$ cat config.mk
export PLATFORM = sky130hd
export DESIGN_NAME = counter_job_scheduler_flat
export DESIGN_NICKNAME = d
export VERILOG_FILES = /design/src/rtl/counter_job_scheduler_if.sv /design/src/rtl/counter_job_scheduler.sv /design/src/flat_wrapper.sv
export SDC_FILE = /design/constraint.sdc
export NUM_CORES = 1
export LEC_CHECK = 0
export ABC_AREA = 1
export CAP_MARGIN = 15
export CORE_MARGIN = 8
export CORE_UTILIZATION = 46
export CTS_BUF_LIST = sky130_fd_sc_hd__clkbuf_2
export DETAILED_ROUTE_END_ITERATION = 16
export PLACE_DENSITY = 0.95
export SYNTH_ARGS = -nofsm -noshare
export SYNTH_HDL_FRONTEND = slang
export SYNTH_SLANG_ARGS = --single-unit
$ cat constraint.sdc
create_clock -name clk -period 4.5 [get_ports clk]
set_input_delay 0.45 -clock clk [delete_from_list [all_inputs] [get_ports clk]]
set_output_delay 0.45 -clock clk [all_outputs]
set_load 0.03 [all_outputs]
$ cat src/rtl/counter_job_scheduler_if.sv
// counter_job_scheduler_if: requester and counter signals between the job scheduler and its environment
//   req/cancel/start_val/end_val : per-requester job submission (packed, requester i at [i*W +: W])
//   done/aborted/busy/grant_id   : job status back to requesters
//   ctr_load/ctr_enable/ctr_data_in/ctr_count : shared loadable up-counter
interface counter_job_scheduler_if #(
  parameter int NUM_REQ = 4,
  parameter int W = 8,
  parameter int IDW = 2
);
  logic [NUM_REQ-1:0]   req;
  logic [NUM_REQ-1:0]   cancel;
  logic [NUM_REQ*W-1:0] start_val;
  logic [NUM_REQ*W-1:0] end_val;
  logic [NUM_REQ-1:0]   done;
  logic                 aborted;
  logic                 busy;
  logic [IDW-1:0]       grant_id;
  logic                 ctr_load;
  logic                 ctr_enable;
  logic [W-1:0]         ctr_data_in;
  logic [W-1:0]         ctr_count;
  modport slave (
    input  req, cancel, start_val, end_val, ctr_count,
    output done, aborted, busy, grant_id, ctr_load, ctr_enable, ctr_data_in
  );
  modport master (
    output req, cancel, start_val, end_val, ctr_count,
    input  done, aborted, busy, grant_id, ctr_load, ctr_enable, ctr_data_in
  );
endinterface

$ cat src/rtl/counter_job_scheduler.sv
// counter_job_scheduler: round-robin arbiter that runs start->end counting jobs on a shared up-counter
//   clk   : rising-edge clock
//   rst_n : asynchronous active-low reset
//   bus   : counter_job_scheduler_if.slave (requester side and counter side)
module counter_job_scheduler #(
  parameter int NUM_REQ = 4,
  parameter int W = 8,
  parameter int IDW = 2
) (
  input logic clk,
  input logic rst_n,
  counter_job_scheduler_if.slave bus
);
  typedef enum logic [1:0] {IDLE, LOAD, RUN, DONE} state_t;
  state_t state;
  logic [IDW-1:0] ptr, gid, win, cand;
  logic [W-1:0] start_q, end_q;
  logic [W-1:0] sv [NUM_REQ];
  logic [W-1:0] ev [NUM_REQ];
  logic found, hit, cxl, ab_q;
  for (genvar i = 0; i < NUM_REQ; i++) begin : g_unpack
    assign sv[i] = bus.start_val[i*W +: W];
    assign ev[i] = bus.end_val[i*W +: W];
  end
  // first requester at or after the pointer, wrapping
  always_comb begin
    found = 1'b0;
    win = '0;
    cand = '0;
    for (int k = 0; k < NUM_REQ; k++) begin
      cand = IDW'((int'(ptr) + k) % NUM_REQ);
      if (!found && bus.req[cand]) begin
        found = 1'b1;
        win = cand;
      end
    end
  end
  assign hit = bus.ctr_count == end_q;
  assign cxl = bus.cancel[gid];
  assign bus.busy = state != IDLE;
  assign bus.grant_id = gid;
  assign bus.ctr_load = state == LOAD;
  assign bus.ctr_data_in = start_q;
  // combinational so the counter stops exactly on end_q; reaching end beats cancel
  assign bus.ctr_enable = state == RUN && !hit && !cxl;
  assign bus.done = state == DONE ? NUM_REQ'(1) << gid : '0;
  assign bus.aborted = state == DONE && ab_q;
  always_ff @(posedge clk or negedge rst_n) begin
    if (!rst_n) begin
      state <= IDLE;
      ptr <= '0;
      gid <= '0;
      start_q <= '0;
      end_q <= '0;
      ab_q <= 1'b0;
    end else begin
      case (state)
        IDLE: if (found) begin
          gid <= win;
          start_q <= sv[win];
          end_q <= ev[win];
          state <= LOAD;
        end
        LOAD: begin
          ab_q <= 1'b0;
          state <= RUN;
        end
        RUN: if (hit || cxl) begin
          ab_q <= !hit;
          state <= DONE;
        end
        default: begin
          ptr <= gid == IDW'(NUM_REQ - 1) ? '0 : gid + 1'b1;
          state <= IDLE;
        end
      endcase
    end
  end
endmodule

$ cat src/flat_wrapper.sv
// flat-port wrapper written by rule: the top's interface ports become plain ports
module counter_job_scheduler_flat 
#(
  parameter int NUM_REQ = 4,
  parameter int W = 8,
  parameter int IDW = 2
)
  (clk, rst_n, bus_req, bus_cancel, bus_start_val, bus_end_val, bus_ctr_count, bus_done, bus_aborted, bus_busy, bus_grant_id, bus_ctr_load, bus_ctr_enable, bus_ctr_data_in);
  counter_job_scheduler_if #(.NUM_REQ(NUM_REQ), .W(W), .IDW(IDW)) bus_i ();
  input logic clk;
  input logic rst_n;
  input wire logic [$bits(bus_i.req)-1:0] bus_req;
  input wire logic [$bits(bus_i.cancel)-1:0] bus_cancel;
  input wire logic [$bits(bus_i.start_val)-1:0] bus_start_val;
  input wire logic [$bits(bus_i.end_val)-1:0] bus_end_val;
  input wire logic [$bits(bus_i.ctr_count)-1:0] bus_ctr_count;
  output wire logic [$bits(bus_i.done)-1:0] bus_done;
  output wire logic [$bits(bus_i.aborted)-1:0] bus_aborted;
  output wire logic [$bits(bus_i.busy)-1:0] bus_busy;
  output wire logic [$bits(bus_i.grant_id)-1:0] bus_grant_id;
  output wire logic [$bits(bus_i.ctr_load)-1:0] bus_ctr_load;
  output wire logic [$bits(bus_i.ctr_enable)-1:0] bus_ctr_enable;
  output wire logic [$bits(bus_i.ctr_data_in)-1:0] bus_ctr_data_in;
  assign bus_i.req = bus_req;
  assign bus_i.cancel = bus_cancel;
  assign bus_i.start_val = bus_start_val;
  assign bus_i.end_val = bus_end_val;
  assign bus_i.ctr_count = bus_ctr_count;
  assign bus_done = bus_i.done;
  assign bus_aborted = bus_i.aborted;
  assign bus_busy = bus_i.busy;
  assign bus_grant_id = bus_i.grant_id;
  assign bus_ctr_load = bus_i.ctr_load;
  assign bus_ctr_enable = bus_i.ctr_enable;
  assign bus_ctr_data_in = bus_i.ctr_data_in;
  counter_job_scheduler #(.NUM_REQ(NUM_REQ), .W(W), .IDW(IDW)) u_core (.clk(clk), .rst_n(rst_n), .bus(bus_i));
endmodule
Word-level counts from Yosys, hierarchy flattened

Index checks and enable logic that the tools add are counted.

Input bits: 82
Word-level logic and storage cells: 75
Bits in registers: 23

$add $sub $neg: 4
Eq/ne operators: 7
Bitwise logic cells: 1
Muxes and demuxes: 31
Reduce and logical (&&, ||, !) cells: 19
Shift-type cells: 1
Magnitude comparators: 6

Operators with widths:

| kind                                                        | count |
|---|---|
| binary-select mux 8 bit (select 2 bit)                      | 2 |
| two-way mux 8 bit                                           | 4 |
| less-than comparator 2 x 3 -> 1 bit (second input constant) | 5 |
| two-way mux 2 bit                                           | 7 |
| binary-select mux 1 bit (select 2 bit)                      | 5 |
| two-way mux 1 bit                                           | 10 |
| equality test 8 bit                                         | 1 |
| equality test 2 bit (second input constant)                 | 3 |
| logical AND 1 bit                                           | 6 |
| one-hot mux 2 bit (3 select lines)                          | 1 |
| AND reduction 2 bit                                         | 3 |
| zero test 1 bit                                             | 5 |
| adder 2 x 1 -> 2 bit (second input constant)                | 2 |
| adder 2 bit (second input constant)                         | 2 |
| two-way mux 4 bit                                           | 1 |
| nonzero test 2 bit                                          | 2 |
| << shifter 1 x 2 -> 4 bit (first input constant)            | 1 |
| greater-or-equal comparator 3 bit (second input constant)   | 1 |
| NOT 2 -> 3 bit                                              | 1 |
| OR reduction 3 bit                                          | 1 |
| equality test 2 x 1 -> 1 bit (second input constant)        | 1 |
| zero test 2 bit                                             | 1 |
| != test 2 x 1 -> 1 bit (second input constant)              | 1 |
| != test 2 bit (second input constant)                       | 1 |
| other kinds (2)                                             | 2 |

Logic depth before layout (Yosys ltp)

Word-level depth: 16
Mapped depth: 16
Gate-level depth less buffers: 14

Worst setup path before layout

No wires, ideal clock.

Kind: flip-flop to output port
Start point: register u_core.gid[0] (netlist: u_core.bus.grant_id[0])
End point: output port bus_ctr_enable
Stages on the path, launching flop included: 5
Setup slack: 2.600 ns
Data required time: 4.050 ns
Arrival time: 1.450 ns
Cell sequence: dfrtp_1 inv_1 o21ai_0 o22ai_1 nor2_1

Word-level cells in the longest chain between the ends: 4

RTL lines:

| element                                 | RTL line                    | source |
|---|---|---|
| start, declared                         | counter_job_scheduler.sv:16 | `logic [IDW-1:0] ptr, gid, win, cand;` |
| start signal, assigned                  | counter_job_scheduler.sv:59 | `gid <= win;` |
| binary-select mux 1 bit (select 2 bit)  | counter_job_scheduler.sv:39 | `assign cxl = bus.cancel[gid];` |
| two-way mux 1 bit (implied by the code) | counter_job_scheduler.sv:39 |  |
| zero test 1 bit                         | counter_job_scheduler.sv:45 | `assign bus.ctr_enable = state == RUN && !hit && !cxl;` |
| logical AND 1 bit                       | counter_job_scheduler.sv:45 |  |
| end, declared                           | flat_wrapper.sv:22          | `output wire logic [$bits(bus_i.ctr_enable)-1:0] bus_ctr_enable;` |

No other way between the ends. The select of a mux whose other input is x is not followed.

Worst setup path in the final report

Start point: register u_core.ptr[0]
End point: register u_core.end_q[1]

Word-level cells in the longest chain between the ends: 16
Elaborated cells on any way between the ends: 30

RTL lines:

| element                                                                       | RTL line                    | source |
|---|---|---|
| start, declared                                                               | counter_job_scheduler.sv:16 |  |
| start signal, assigned                                                        | counter_job_scheduler.sv:73 | `ptr <= gid == IDW'(NUM_REQ - 1) ? '0 : gid + 1'b1;` |
| parallel branches: the longest is 16 deep, another holds adder 2 x 1 -> 2 bit | -                           |  |
| end signal, assigned                                                          | counter_job_scheduler.sv:61 | `end_q <= ev[win];` |
| end, declared                                                                 | counter_job_scheduler.sv:17 | `logic [W-1:0] start_q, end_q;` |

Parallel ways; which one is timed is not known. The select of a mux whose other input is x is not followed.
A chain may end at the register's enable or synchronous reset.

==> reports/results.tsv <==
stage	metric	value	unit
run_status	outcome	finished, final reports clean	
timing	fin_crit_sh	61.9	%
drt	drc	0	
power_and_ir_drop	irDropWorstVdd	0.000428	V
timing	max_freq	359	MHz
synth	yosysWarnings	0	
layout	final_util	69.1	%
clock_network	clock_latency	0.35	ns
power_and_ir_drop	comb_power_share	77.2	%
layout	drive_gt1_share	4.69	%
placed_design	routabilityCongestion	0.897	
worst_setup_path	crit_start	u_core.ptr[0]	
power_and_ir_drop	p_total	0.00221	W
layout	fill_cells	403	
drt	routedWlPerCell	13.0	um
drt	dr.first_iter.drc_count	147	
worst_setup_path	rrSetupSlack	1.71	ns
drt	viasPerCell	4.95	
timing	grt_setup_unrepaired	false	
worst_hold_path	min_path_type	input port to asynchronous set/reset pin	
timing	final_max_slew_viol_count	0	
floorplan	die_area	0.00709	mm^2
clock_network	path_clk_slew	0.24	ns
floorplan	rows	25	
synth	syn_avg_cell_area	6.03	um^2
grt	antenna_found_initial	0	
layout	nNetsFinal	540	
clock_network	cts_num_sinks	23	
grt	first_global_vias	2587	
floorplan	fp.dieW	84.2	um
power_and_ir_drop	p_int	0.000950	W
synth	ys_seq_elements	23	
clock_network	post_cts_resized	0	
floorplan	die_h	84.2	um
drt	ant_nets	0	
worst_setup_path	r2r_cells	12	
power_and_ir_drop	pwr-share-seq	18.7	%
worst_setup_path	critical_path_class	flop to flop	
drt	finalWirelength	6.53	mm
clock_network	clockBufferDepth	2	
synth	synth_nets	446	
synth	syn_inst	355	
floorplan	start_util	46.6	%
timing	setup_viol	0	
layout	area_growth	48.3	%
floorplan	pin_count	100	
power_and_ir_drop	switching_share	56.9	%
placed_design	dp_cells	497	
placed_design	io_buffers	99	
worst_setup_path	cp_max_fo	51	
timing	slew_headroom	42.3	%
drt	vias	2486	
worst_setup_path	critical_path_arrival	3.09	ns
worst_setup_path	crit_required	4.81	ns
clock_network	cts_root_buf	clkbuf_2	
worst_setup_path	end_kind	flop	
worst_setup_path	r2r_start	u_core.ptr[0]	
power_and_ir_drop	clockPowerShare	4.1	%
floorplan	coreArea	0.00460	mm^2
job	cap_violations	0	
synth	ys_seq_area_share	26.9	%
timing	hold_viol_final	0	
grt	grt_max_degree	52	
power_and_ir_drop	cellPowerDensity	695	mW/mm^2
timing	setup_ws	1.71	ns
layout	layout_common_cells	137 x nand2_1, 99 x clkdlybuf4s50_1, 65 x inv_1	
clock_network	cts_tree	done	
drt	drtPass1Iterations	4	
clock_network	cts_htree_levels	1	
clock_network	ctsHoldBuffers	0	
synth	synth.distinct_cells	24	
layout	final_common_cell	nand2_1	
placed_design	dp_hpwl	5.27	mm
grt	grt_overflow	0	
timing	setup-tns-final	0	ns
synth	syn_area	0.00214	mm^2
placed_design	dp_slack	1.46	ns
timing	tightest_slew	0.865	ns
timing	fin_skew	0.0170	ns
worst_setup_path	r2r_end	u_core.end_q[1]	
power_and_ir_drop	p_switching	0.00126	W
layout	antenna_cells	0	
power_and_ir_drop	power_leakage	1.69	nW
worst_setup_path	cp-start-kind	flop	
worst_setup_path	crit_path_end	u_core.end_q[1]	
grt	grt_use_total	18.0	%
clock_network	post_cts_buffers	0	
layout	instances_no_fill	502	
grt	grt_pass1_wl	11.1	mm
clock_network	cts_buffers	3	
timing	period_minus_slack	2.79	ns
-- worst max-delay path: stages (launching register included) --
cell	delay, ns
dfrtp_1	0.63
inv_4	0.12
nand2_1	0.09
nand2_1	0.09
nand2_1	0.08
nand2_1	0.06
nand2_1	0.10
nand2_1	0.07
nand2_2	0.22
nand3_2	0.71
o21ai_1	0.37
nand2_1	0.10
nand3_1	0.10
-- per-layer routing --
metal | track usage, % | share of wire (%)
met5 | 0 | 0
met4 | 5.18 | 1.2
met2 | 32.6 | 51
met1 | 18.2 | 39
met3 | 7.65 | 9.4
-- cells in the mapped netlist --
cell type | n | share of area (%)
inv_4 | 1 | 0.29
nand3_4 | 1 | 0.82
nor2_2 | 1 | 0.29
nand2_2 | 4 | 1.2
o21ai_1 | 18 | 4.2
o22ai_1 | 3 | 0.88
inv_2 | 4 | 0.70
nand3_2 | 2 | 0.94
or2_2 | 1 | 0.29
inv_1 | 65 | 11
nand4_1 | 14 | 4.1
nand2_1 | 137 | 24
o21ai_0 | 9 | 2.1
dfrtp_1 | 23 | 27
buf_6 | 1 | 0.53
nand3_1 | 31 | 7.2
buf_2 | 6 | 1.4
o21bai_1 | 1 | 0.35
nor2_4 | 2 | 1.1
ha_1 | 9 | 5.3
a21oi_1 | 2 | 0.47
nor2_1 | 10 | 1.8
buf_4 | 4 | 1.4
xnor2_1 | 6 | 2.5
-- stage by stage --
step | instance area, um^2 | hold WS (ns)
final | 3180 | 0.368
after global routing | 3180 | 0.371
after detailed placement | 3130 | 0.480
after global placement | 3130 | 0.466
after floorplan | 2140 | 0.154
after CTS | 3150 | 0.528
-- state kept, by name (all words and copies together) (netlist names) --
| name | count |
|---|---|
| u_core.state | 2 |
| u_core.ab_q | 1 |
| u_core.bus.grant_id | 2 |
| u_core.end_q | 8 |
| u_core.ptr | 2 |
| u_core.bus.ctr_data_in | 8 |
-- how the worst min path moves through the flow --
stage	startpoint	end	slack, ns	depth (start not counted)
after floorplan	rst_n	u_core.ab_q	0.15	0
after global placement	u_core.end_q[3]	u_core.end_q[3]	0.47	2
after detailed placement	u_core.end_q[3]	u_core.end_q[3]	0.48	2
after CTS	u_core.end_q[3]	u_core.end_q[3]	0.53	2
after global routing	rst_n	u_core.end_q[4]	0.37	1
final	rst_n	u_core.end_q[4]	0.37	1
-- cells by family after synthesis --
logic type,Yosys count,share of synthesized area [%]
AO/OA/AOI/OAI,33,8.01
buffers and inverters,81,15.7
AND/OR/NAND/NOR,203,41.7
adder cells (fa/ha/maj),9,5.26
XOR/XNOR,6,2.45
flip-flops,23,26.9
-- power groups by stage --
stage	combinational [W]	sequential [W]	clock (W)
floorplan	0.00125	0.000466	0
global placement	0.00162	0.000409	0
detailed placement	0.00169	0.000416	0
CTS	0.00170	0.000411	0.0000921
global route	0.00192	0.000427	0.0000982
finish	0.00170	0.000412	0.0000903
-- area by class of cell --
class / instances / area (um^2) / share of cell area [%]
Multi-Input combinational cell: 251 / 1230 / 38.7
Timing Repair Buffer: 100 / 1020 / 32.1
Sequential cell: 23 / 576 / 18.1
Inverter: 70 / 265 / 8.35
Tap cell: 54 / 67.6 / 2.13
Clock buffer: 4 / 20.0 / 0.630
Note: power is estimated with default switching activity, not from simulation.
